<file path="src/rtl/dffram_port_arbiter.sv">
// Two-requester front end for the single-port management DFFRAM: the SoC port
// normally wins, and a bounded-wait counter forces housekeeping reads through.
module dffram_port_arbiter #(
    parameter int AW          = 8,
    parameter int DW          = 32,
    parameter int HK_MAX_WAIT = 4
) (
    input  logic          core_clk,
    input  logic          core_rstn,
    input  logic          soc_en,
    input  logic [3:0]    soc_we,
    input  logic [AW-1:0] soc_a,
    input  logic [DW-1:0] soc_di,
    output logic [DW-1:0] soc_do,
    output logic          soc_ready,
    input  logic          ro_req,
    input  logic [AW-1:0] ro_addr,
    output logic          ro_busy,
    output logic [DW-1:0] ro_data,
    output logic          ro_valid,
    output logic          ram_en,
    output logic [3:0]    ram_we,
    output logic [AW-1:0] ram_a,
    output logic [DW-1:0] ram_di,
    input  logic [DW-1:0] ram_do
);

    localparam int CW = (HK_MAX_WAIT > 0) ? $clog2(HK_MAX_WAIT + 1) : 1;
    localparam logic [CW-1:0] MAX_CNT = CW'(HK_MAX_WAIT);

    logic          pend_q,      pend_d;
    logic [AW-1:0] pend_addr_q, pend_addr_d;
    logic [CW-1:0] wait_cnt_q,  wait_cnt_d;
    logic          hk_rd_q,     hk_rd_d;
    logic [DW-1:0] ro_data_q,   ro_data_d;
    logic          ro_valid_q,  ro_valid_d;
    logic          grant_hk;

    always_comb begin
        grant_hk    = pend_q & (~soc_en | (wait_cnt_q == MAX_CNT));
        pend_d      = pend_q;
        pend_addr_d = pend_addr_q;
        wait_cnt_d  = wait_cnt_q;
        // hk_rd marks the cycle in which ram_do holds the housekeeping word
        hk_rd_d     = grant_hk;
        ro_valid_d  = hk_rd_q;
        ro_data_d   = hk_rd_q ? ram_do : ro_data_q;

        if (grant_hk) begin
            pend_d     = 1'b0;
            wait_cnt_d = '0;
        end else if (pend_q) begin
            if (soc_en && (wait_cnt_q != MAX_CNT))
                wait_cnt_d = wait_cnt_q + 1'b1;
        end else begin
            wait_cnt_d = '0;
            if (ro_req) begin
                pend_d      = 1'b1;
                pend_addr_d = ro_addr;
            end
        end
    end

    always_ff @(posedge core_clk or negedge core_rstn) begin
        if (!core_rstn) begin
            pend_q      <= 1'b0;
            pend_addr_q <= '0;
            wait_cnt_q  <= '0;
            hk_rd_q     <= 1'b0;
            ro_data_q   <= '0;
            ro_valid_q  <= 1'b0;
        end else begin
            pend_q      <= pend_d;
            pend_addr_q <= pend_addr_d;
            wait_cnt_q  <= wait_cnt_d;
            hk_rd_q     <= hk_rd_d;
            ro_data_q   <= ro_data_d;
            ro_valid_q  <= ro_valid_d;
        end
    end

    // Housekeeping path is read-only; a stalled SoC request must be re-presented.
    always_comb begin
        if (grant_hk) begin
            ram_en    = 1'b1;
            ram_we    = 4'b0000;
            ram_a     = pend_addr_q;
            soc_ready = 1'b0;
        end else begin
            ram_en    = soc_en;
            ram_we    = soc_we;
            ram_a     = soc_a;
            soc_ready = 1'b1;
        end
    end

    assign ram_di   = soc_di;
    assign soc_do   = ram_do;
    assign ro_busy  = pend_q;
    assign ro_data  = ro_data_q;
    assign ro_valid = ro_valid_q;

endmodule

</file>
<file path="config.mk">
export PLATFORM = sky130hd
export DESIGN_NAME = dffram_port_arbiter
export DESIGN_NICKNAME = d
export VERILOG_FILES = /design/src/rtl/dffram_port_arbiter.sv
export SDC_FILE = /design/constraint.sdc
export NUM_CORES = 1
export LEC_CHECK = 0
export ABC_AREA = 1
export CAP_MARGIN = 40
export CORE_MARGIN = 10
export CORE_UTILIZATION = 30
export CTS_CLUSTER_DIAMETER = 120
export DETAILED_ROUTE_END_ITERATION = 8
export PLACE_DENSITY = 0.8
export SLEW_MARGIN = 0
export SYNTH_ARGS = -nofsm -noshare
export SYNTH_HDL_FRONTEND = slang
export SYNTH_SLANG_ARGS = --single-unit
</file>
<file path="constraint.sdc">
create_clock -name core_clk -period 2 [get_ports core_clk]
set_clock_uncertainty 0.1 [all_clocks]
set_input_delay 0.2 -clock core_clk [delete_from_list [all_inputs] [get_ports core_clk]]
set_output_delay 0.2 -clock core_clk [all_outputs]
set_load 0.02 [all_outputs]
</file>
### Yosys cells after proc, flatten, opt, wreduce, memory -nomap -nowiden

Cells that the tools add are included.

| cells by class | value |
|---|---|
| bitwise operators | 5 |
| divide/modulo/power cells | 0 |
| mux-type cells | 10 |
| reduce and logical (&&, ||, !) cells | 2 |
| shifts and indexed selects | 0 |
| $add $sub $neg | 1 |
| eq/ne operators | 3 |
| $lt $le $gt $ge | 0 |
| multipliers | 0 |

Operator list:

| cell | count |
|---|---|
| $mux W3 | 3 |
| $mux W8 | 1 |
| $mux W1 | 5 |
| $mux W4 | 1 |
| $add A3 B1 Y3 const B | 1 |
| $eq A3 B3 Y1 const B | 1 |
| $ne A3 B1 Y1 const B | 1 |
| $ne A3 B3 Y1 const B | 1 |
| $not A1 Y1 | 3 |
| $reduce_and A3 Y1 | 1 |
| $and A1 B1 Y1 | 1 |
| $logic_and A1 B1 Y1 | 1 |
| $or A1 B1 Y1 | 1 |

| storage, ports and cells | value |
|---|---|
| latch bits | 0 |
| ROM bits | 0 |
| bits in writable memories | 0 |
| input port bits | 88 |
| register bits | 46 |
| memories | 0 |
| logic and storage cells | 27 |

### Longest topological paths before layout

Gate-level depths: netlist of the first run.

| depth | value |
|---|---|
| depth after elaboration | 5 |
| mapped depth | 7 |
| gate-level depth less buffers | 7 |

### Worst setup path before layout of the first run

Ideal clock, no wire load.

| path | value |
|---|---|
| path kind | register -> output |
| start point | register wait_cnt_q[0] |
| end point | output ram_we[0] |
| slack | 0.459 ns |
| buffers on the path | 0 |
| cell stages (with the launch flop) | 8 |
| required time | 1.700 ns |
| data arrival time | 1.241 ns |
| cells stage by stage | dfrtp_1 inv_1 ha_1 nand2_2 nand2_4 nand2_4 inv_2 nor2_1 |

| on the way | value |
|---|---|
| cells in the longest elaborated chain, start to end | 4 |

RTL lines:

| element | line | text |
|---|---|---|
| start: declaration | 33 | `logic [CW-1:0] wait_cnt_q, wait_cnt_d;` |
| start signal: assignment | 75 | `wait_cnt_q <= wait_cnt_d;` |
| $eq A3 B3 Y1 | 40 | `grant_hk = pend_q & (~soc_en \| (wait_cnt_q == MAX_CNT));` |
| $or A1 B1 Y1 | 40 |  |
| $and A1 B1 Y1 | 40 |  |
| named net grant_hk | 37 | `logic grant_hk;` |
| $mux W4 | 84 | `if (grant_hk) begin` |
| end: declaration | 22 | `output logic [3:0] ram_we,` |

The timed path passes the listed nets, and every way through them passes these cells.

### Worst setup path in the final report of the first run

| path | value |
|---|---|
| start point | register wait_cnt_q[0] |
| end point | output ram_we[3] |

Same word-level chain as after synthesis.

==> impl_metrics.ini, run 1 <==
[route]
dr.pass1.iters = 4
wl_per_cell_um = 14.29
drc = 0
drt_iter0_drc = 35
ant_nets = 0
via_per_inst = 4.204
route.vias.total = 1980
drt_wl_total_um = 6729

[die]
start_util_pct = 31.15
fp.dieW_um = 110.0
row_count = 32
fp.dieH_um = 110.0
ios = 200
design.core.area_sq_um = 7807
dieArea_sq_um = 12110

[final_layout]
n_antenna_cell = 0
post_route_cells_drive_above_1_share_pct = 10.57
regArea_sq_um = 1154
area_delta_synth_final_pct = 45.58
design_area_sq_um = 3541
nFillCells = 776
multiInputGateArea_sq_um = 595.6
final_util_pct = 45.35
nNetsFinal = 458

[critical_path]
cp_data_arrival_time_ps = 1600
cp.required_ps = 1700
cp_slowest_cell = dfrtp_1
cpMostUsedCell = nand2_4
worstSetupPathType = reg2out
crit_fanout = 10
crit_chain = inv_1, ha_1, nand2_2, nand2_4, nand2_4, inv_2, nor2_1, clkdlybuf4s15_2
endpoint_kind = primary output
cp_slowest_stage_delay_ps = 360
start_kind = flop

[place]
routabilityCongestion = 0.7671
port_buffers = 135
post-place-ws_ps = -96.85
placed_cell_area_sq_um = 3431
dp_hpwl_um = 5544

[synthesis]
synth_area_per_cell_sq_um = 8.416
syn-num-nets = 379
synth_seq_cells = 46
syn_inst = 289
syn_area_sq_um = 2432
synth_cell_types = 17
ys_seq_area_share_pct = 47.33
ys_warn_count = 0

[sta]
fmax_mhz = 525.9
worst_pin_slew_ps = 525.5
final.period_utilization_pct = 95.07
period_needed_ps = 1901
relSlewSlack_pct = 64.97
setup_slack_ps = 98.59
tns_ps = 0
drv_slew = 0
final-setup-viol-count = 0
hold_viol_final = 0

[clock_network]
cts_root_buf = clkbuf_8
insertion_delay_ps = 290
cts_buffer_depth = 2
cts_sinks = 46
cts_tree = done
htree_levels = 2
cts_made_buffers = 5
clk_pin_slew_worst_paths_ps = 90

[run]
drv_cap = 0

[power_and_ir_drop]
p_leak_nw = 1.651
combPwrFrac_pct = 37.7
power.share.clock_pct = 22.4
power.density_nw_per_um2 = 882.9
seqPwrFrac_pct = 39.9
switching_power_w = 0.001024
peakVddDrop_v = 0.0004404
p_sw_share_pct = 32.76
p_int_w = 0.002102

[global_routing]
grt-ovfl-total = 0
grt_max_degree = 45
antenna_found_initial = 0
groute.usage.overall_pct = 10.31
grt_pass1_wl_um = 10090
grt_pass1_vias = 1983

[min_path]
min_path_type = in2out

[run_status]
status = finished clean
## synth_stat cells
library cell	n	area, sq um
ha_1	2	25.02
nand2_1	65	244.0
buf_2	6	30.03
nand2_4	2	22.52
o21ai_0	32	160.2
nand2_2	2	12.51
nor2_1	7	26.28
clkbuf_2	2	10.01
inv_2	2	7.510
dfrtp_1	46	1151
xnor2_1	1	8.760
or2_2	1	6.260
buf_6	1	11.26
inv_1	39	146.4
nand3_2	1	10.01
buf_4	64	480.5
nand3_1	16	80.08
## timing repair
action                                  in CTS  in global routing
pin swaps                                    0                  0
cloned                                       0                  0
buffers inserted                             0                  5
endpoints found under the setup margin      14                 13
resized for setup                           34                 12
hold endpoints to repair                    21                  0
hold buffers                                 1                  0
## worst paths after layout
kind / startpoint / end / slack (ps) / cells after the start
setup reg to reg: hk_rd_q / ro_data[18] / 770 / 2
setup / recovery: wait_cnt_q[0] / ram_we[3] / 100 / 8
max in group asynchronous: core_rstn / ro_data[18] / 940 / 3
hold reg to reg: pend_addr_q[3] / pend_addr_q[3] / 380 / 2
min in group asynchronous: core_rstn / ro_data[8] / 340 / 2
hold / removal: soc_di[19] / ram_di[19] / 300 / 0
## power by group through the flow
stage	logic [W]	clock network, W	registers (W)
after floorplan	0.000475	0	0.00145
after global placement	0.00117	0	0.00127
after detailed placement	0.00120	0	0.00127
after CTS	0.00119	0.000742	0.00126
after global routing	0.00129	0.000781	0.00127
final	0.00118	0.000701	0.00125
## per-stage QoR
stage | hold slack [ps] | instances | total power (W)
final | 300.0 | 471 | 0.003126
after global routing | 300.0 | 471 | 0.003339
after CTS | 300.1 | 466 | 0.003191
after detailed placement | 107.6 | 457 | 0.002471
after global placement | 93.63 | 457 | 0.002444
after floorplan | -195.6 | 289 | 0.001921
## state kept, by name, indices dropped and copies added (netlist names)
signal / flops
pend_addr_q: 8
ro_busy: 1
hk_rd_q: 1
wait_cnt_q: 3
ro_valid: 1
ro_data: 32
## cells in the final DEF (no fill, tap or decap)
cell type        netlist  routed
buf_12                 0       2
buf_2                  6       9
buf_4                 64       7
bufinv_16              0       1
clkbuf_1               0       1
clkbuf_2               2       3
clkbuf_8               0       6
clkdlybuf4s15_2        0       1
clkdlybuf4s50_1        0     121
dfrtp_1               46      44
dfrtp_2                0       2
dlygate4sd2_1          0       1
dlygate4sd3_1          0       1
ha_1                   2       2
inv_1                 39      39
inv_2                  2       2
nand2_1               65      65
nand2_2                2       2
nand2_4                2       2
nand3_1               16      16
nand3_2                1       1
nor2_1                 7       7
o21ai_0               32      32
or2_2                  1       1
xnor2_1                1       1
## critical path, delay by kind of cell (launching register included)
family                     cells  cell delay (ps)
adders and majority gates      1              200
buffers and inverters          3              390
DFF                            1              360
and+or+nand+nor                4              370
## per-layer routing
metal / share of wire (%) / GRT usage (%) / up-vias
li1: - / - / 967
met1: 37 / 10.69 / 894
met2: 49 / 17.95 / 97
met3: 12 / 4.759 / 22
met4: 1.8 / 3.717 / 0
met5: 0 / 0 / -
## cell type report
cell class                 instances  share of cell area [%]
clock buffer                       7                   2.438
clock inverter                     1                  0.8481
multi-input combinational        129                   16.82
timing repair buffer             145                   39.36
inverter                          41                   4.346
sequential                        46                   32.58
tap                              102                   3.604
## logic make-up after synthesis
| family | after synthesis | share of synthesized area (%) |
|---|---|---|
| flip-flops | 46 | 47.32 |
| AND/OR/NAND/NOR | 94 | 16.51 |
| buffers and inverters | 114 | 28.19 |
| XOR/XNOR | 1 | 0.3601 |
| AO/OA/AOI/OAI | 32 | 6.584 |
| adder cells (fa/ha/maj) | 2 | 1.029 |
(Power assumes the default switching activity.)
==> run 2: changes to the inputs <==
--- a/config.mk
+++ b/config.mk
@@ -5,13 +5,12 @@
 export SDC_FILE = /design/constraint.sdc
 export NUM_CORES = 1
 export LEC_CHECK = 0
-export ABC_AREA = 1
 export CAP_MARGIN = 40
 export CORE_MARGIN = 10
-export CORE_UTILIZATION = 30
+export CORE_UTILIZATION = 35
 export CTS_CLUSTER_DIAMETER = 120
 export DETAILED_ROUTE_END_ITERATION = 8
-export PLACE_DENSITY = 0.8
+export PLACE_DENSITY = 0.92
 export SLEW_MARGIN = 0
 export SYNTH_ARGS = -nofsm -noshare
 export SYNTH_HDL_FRONTEND = slang
==> run 2 against run 1 <==
- the run now ends with setup timing left
- combinational power increased by 16%
- critical endpoint is now ram_a[3]
- global-route usage increased by 1.8 points
- count of clock-buffer cells in the layout decreased by 2
- maximum frequency decreased by 8.1%
- flip-flop and latch count unchanged
- largest cell class unchanged
- critical path depth decreased by 1
- total power increased by 5.9%
- sequential share of layout area decreased by 0.84 points
- via count decreased by 19%
==> impl_metrics.ini, run 2 <==
[synthesis]
syn_inst = 186
ys.flop_type = dfrtp_1
ys_seq_area_share_pct = 48.55
synth_cell_types = 20
synth_seq_cells = 46
synthArstFlopShare_pct = 100.0
ys_warn_count = 0
syn_area_sq_um = 2371
synth_top_area_cell = dfrtp_1
yosys.cell_count.top_type = buf_4
synth_edf_count = 0
syn-num-nets = 276
synth_area_per_cell_sq_um = 12.75
synth.area.top_cells = dfrtp_1, buf_4, mux2_2
synth.top_cells.by_count = buf_4, dfrtp_1, mux2_2
synth_top_cell_area_share_pct = 48.55

[route]
drc = 0
via_per_inst = 4.500
drt_wl_total_um = 6581
dr.pass1.iters = 4
drt_iter0_drc = 18
ant_nets = 0
wl_per_cell_um = 18.38
route.vias.total = 1611

[critical_path]
worstSetupPathType = reg2out
cp_slowest_stage_delay_ps = 370
endpoint_kind = primary output
worst-path-buf-inv = 3
crit_fanout = 5
start_kind = flop
cp_slowest_cell = dfrtp_1
cp_data_arrival_time_ps = 1770
critPathTopFamily = flip-flops
crit_chain = inv_2, ha_4, a21bo_4, nand2_8, buf_4, mux2_4, buf_6
cp.required_ps = 1700

[sta]
drv_slew = 0
hold_viol_final = 0
hold-worst-slack_ps = 300.0
worst_pin_slew_ps = 589.1
final-setup-viol-count = 9
setup_slack_ps = -68.77
period_needed_ps = 2069
final.period_utilization_pct = 103.4
relSlewSlack_pct = 60.73
fmax_mhz = 483.4
rsz0062_at_grt = true
tns_ps = -472.8

[final_layout]
n_antenna_cell = 0
instances_no_fill = 358
area_delta_synth_final_pct = 53.14
nNetsFinal = 370
final_common_cell = clkdlybuf4s50_1
largest_reg_flops = 32
post_route_cells_drive_above_1_share_pct = 34.16
layout_common_cells = clkdlybuf4s50_1, dfrtp_1, mux2_2

[clock_network]
cts_root_buf = clkbuf_8
cts_made_buffers = 5
cts_buffer_depth = 2
htree_levels = 2
cts_tree = done
clk_pin_slew_worst_paths_ps = 80
insertion_delay_ps = 290
cts_sinks = 46

[min_path]
min_path_type = in2out

[die]
ios = 200
design.core.area_sq_um = 6459
start_util_pct = 36.71
fp.dieH_um = 102.3
row_count = 29
dieArea_sq_um = 10470
fp.dieW_um = 102.3

[global_routing]
grt_pass1_wl_um = 9853
grt_max_degree = 47
grt_pass1_vias = 1846
grt-ovfl-total = 0
groute.usage.overall_pct = 12.14
antenna_found_initial = 0

[run]
drv_cap = 0

[power_and_ir_drop]
power.density_nw_per_um2 = 912.0
peakVddDrop_v = 0.0003908
total_power_w = 0.003311
p_leak_nw = 1.568

[place]
port_buffers = 135
dp_hpwl_um = 5165
post-place-ws_ps = -349.2
routabilityCongestion = 0.7477
dp_cells = 335

[run_status]
status = complete, but fails checks
violations = setup timing
-- run 2: cell types whose count changed after synthesis, moves of 3 or more --
cell / delta
mux2_2: +42
nand2_1: -64
inv_1: -35
and2_1: +4
nor2_1: -3
buf_4: +3
mux2_4: +4
nand3_1: -16
buf_2: -5
o21ai_0: -32
-- run 2: per-stage QoR --
stage          utilization [%]  area (sq um)
2_1_floorplan                -          2371
3_3_place_gp             51.76          3343
3_5_place_dp             51.76          3343
4_1_cts                  55.48          3583
5_1_grt                  56.22          3631
6_report                 56.22          3631
-- run 2: layer usage --
layer	share of wire (%)	up-vias	routed length [um]	GRT usage (%)
met5	0	-	0	0
met4	2.0	0	131	4.555
met3	13	22	842	7.152
met2	50	107	3322	21.83
met1	35	743	2284	11.05
li1	-	739	-	-
-- run 2: worst reg2reg max path, cell delays in order, from the launching register on --
cell and delay, ps:
dfrtp_1 400, inv_2 80, ha_4 150, a21bo_4 180, nand2_4 90, buf_4 150, buf_4 120, buf_4 110
inv_1 40
-- run 2: logic make-up (layout without fill, tap and decap cells) --
group	Yosys count	in the layout	synth area share [%]
buf+inv	74	168	22.69
mux	49	49	23.85
flops	46	46	48.55
simple gates	13	14	3.113
fa+ha+maj	2	2	1.055
compound gates	2	2	0.7389
-- run 2: report_power, final --
part,internal [W],switching [W],leakage (nW)
sequential,0.00115,0.000118,0.546
clock,0.000368,0.000311,0.0579
combinational,0.000770,0.000598,0.964
total,0.00228,0.00103,1.57
-- run 2: what timing repair did --
action	in CTS	in global routing
cloned	1	0
hold buffers	1	0
setup endpoints to repair	13	14
pin swaps	2	1
resized for setup	74	14
hold endpoints to repair	46	0
setup buffers	10	3
-- run 2: path summary, 6_finish.rpt --
path	slack (ps)	startpoint	cells past startpoint	to
setup / recovery	-70	wait_cnt_q[1]	7	ram_a[3]
hold / removal	300	soc_di[23]	0	ram_di[23]
setup reg to reg	540	wait_cnt_q[1]	8	hk_rd_q
hold reg to reg	400	ro_data[21]	1	ro_data[21]
max in group asynchronous	940	core_rstn	3	ro_busy
min in group asynchronous	440	core_rstn	3	pend_addr_q[1]
-- run 2: cell type report --
class | count | area [sq um]
Fill cell | 534 | 2828
Timing Repair Buffer | 156 | 1526
Sequential cell | 46 | 1152
Multi-Input combinational cell | 67 | 732.0
Tap cell | 77 | 96.34
Clock buffer | 5 | 68.82
Clock inverter | 3 | 40.04
Inverter | 4 | 15.01
==> run 3: changes to the inputs <==
--- a/config.mk
+++ b/config.mk
@@ -11,6 +11,7 @@
 export CTS_CLUSTER_DIAMETER = 120
 export DETAILED_ROUTE_END_ITERATION = 8
 export PLACE_DENSITY = 0.92
+export REMOVE_ABC_BUFFERS = 1
 export SLEW_MARGIN = 0
 export SYNTH_ARGS = -nofsm -noshare
 export SYNTH_HDL_FRONTEND = slang
==> run 3 against run 2 <==
- the run still ends with setup timing left
- count of clock-buffer cells in the layout up 2
- clock power is 16% lower
- combinational power hardly changed
- hold slack about the same
- maximum frequency increased by 1.2%
- largest power group unchanged
==> impl_metrics.ini, run 3 (synthesized netlist as in run 2, its figures left out) <==
[run_status]
status = complete, but fails checks
violations = setup timing

[route]
drt_wl_total_um = 7576
wl_per_cell_um = 21.28
dr.pass1.iters = 3
route.vias.total = 1636
ant_nets = 0
drc = 0
via_per_inst = 4.596
drt_iter0_drc = 20

[clock_network]
htree_levels = 2
insertion_delay_ps = 290
cts_sinks = 46
clk_pin_slew_worst_paths_ps = 80
cts_tree = done
cts_buffer_depth = 2
cts_root_buf = clkbuf_8
cts_made_buffers = 5

[final_layout]
post_route_cells_drive_above_1_share_pct = 32.62
regArea_sq_um = 1152
design_area_sq_um = 3628
final_common_cell = clkdlybuf4s50_1
largest_reg_flops = 32
instances_no_fill = 356
layout_common_cells = clkdlybuf4s50_1, dfrtp_1, mux2_2
area_delta_synth_final_pct = 53.03
nNetsFinal = 368
n_antenna_cell = 0
nFillCells = 542
multiInputGateArea_sq_um = 740.7

[power_and_ir_drop]
peakVddDrop_v = 0.0005376
power.density_nw_per_um2 = 885.5
total_power_w = 0.003213
p_leak_nw = 1.553

[global_routing]
grt_max_degree = 27
groute.usage.overall_pct = 14.26
grt_pass1_wl_um = 11140
grt-ovfl-total = 0
grt_pass1_vias = 1962
antenna_found_initial = 0

[critical_path]
crit_fanout = 6
cp.required_ps = 1700
start_kind = flop
endpoint_kind = primary output
worstSetupPathType = reg2out
cp_data_arrival_time_ps = 1740

[place]
port_buffers = 135
placed_cell_area_sq_um = 3376
dp_cells = 336
dp_hpwl_um = 6154
routabilityCongestion = 0.6795

[die]
design.core.area_sq_um = 6459
fp.dieH_um = 102.3
dieArea_sq_um = 10470
row_count = 29
fp.dieW_um = 102.3
ios = 200
start_util_pct = 36.71

[sta]
worst_pin_slew_ps = 521.6
final.period_utilization_pct = 102.2
tns_ps = -256.1
final-setup-viol-count = 8
fmax_mhz = 489.4
hold_viol_final = 0
setup_slack_ps = -43.35
rsz0062_at_grt = true
hold-worst-slack_ps = 300.2
period_needed_ps = 2043
drv_slew = 0
relSlewSlack_pct = 65.23

[run]
drv_cap = 0

[min_path]
min_path_type = in2out
## run 3: what timing repair did
action	CTS	global route
buffers inserted	6	4
gates cloned	1	0
hold endpoints to repair	21	0
hold buffers	1	0
gates resized for setup	65	12
setup endpoints to repair	13	12
pin swaps	1	2
## run 3: routing by layer
layer	part of all wire, %	wire [um]	GRT usage (%)
met5	0	0	1.923
met4	0.78	59	3.579
met3	17	1314	13.02
met2	43	3295	21.19
met1	38	2908	14.34
## run 3: power breakdown
group / total [W] / leakage [nW] / switching (W) / internal, W
Sequential: 0.00128 / 0.546 / 0.000130 / 0.00115
Clock: 0.000570 / 0.0482 / 0.000291 / 0.000279
Combinational: 0.00137 / 0.959 / 0.000601 / 0.000766
## run 3: critical path: stages (launching register included)
cell and delay, ps:
dfrtp_1 350, inv_1 70, ha_4 160, a21bo_4 240
nand2_8 100, buf_12 110, mux2_4 300, buf_6 130
## run 3: final cells by class
cell class	count	area share [%]
timing repair buffer	154	42.24
sequential	46	31.76
multi-input combinational	67	20.41
tap	77	2.655
clock buffer	7	2.379
inverter	4	0.4138
clock inverter	1	0.1379
## run 3: final timing paths
| path | from | to | slack [ps] | cells after the start |
|---|---|---|---|---|
| setup reg to reg | wait_cnt_q[0] | hk_rd_q | 360 | 10 |
| hold reg to reg | ro_data[21] | ro_data[21] | 400 | 1 |
| hold / removal | soc_di[2] | ram_di[2] | 300 | 0 |
| setup / recovery | wait_cnt_q[0] | ram_a[6] | -40 | 7 |
| max in group asynchronous | core_rstn | hk_rd_q | 980 | 3 |
| min in group asynchronous | core_rstn | pend_addr_q[0] | 310 | 2 |
## run 3: per-stage QoR
step / util (%) / setup WS (ps)
2_1_floorplan: - / 309.0
3_3_place_gp: 52.27 / -304.3
3_5_place_dp: 52.27 / -352.9
4_1_cts: 54.98 / -134.2
5_1_grt: 56.18 / -120.5
6_report: 56.18 / -43.35
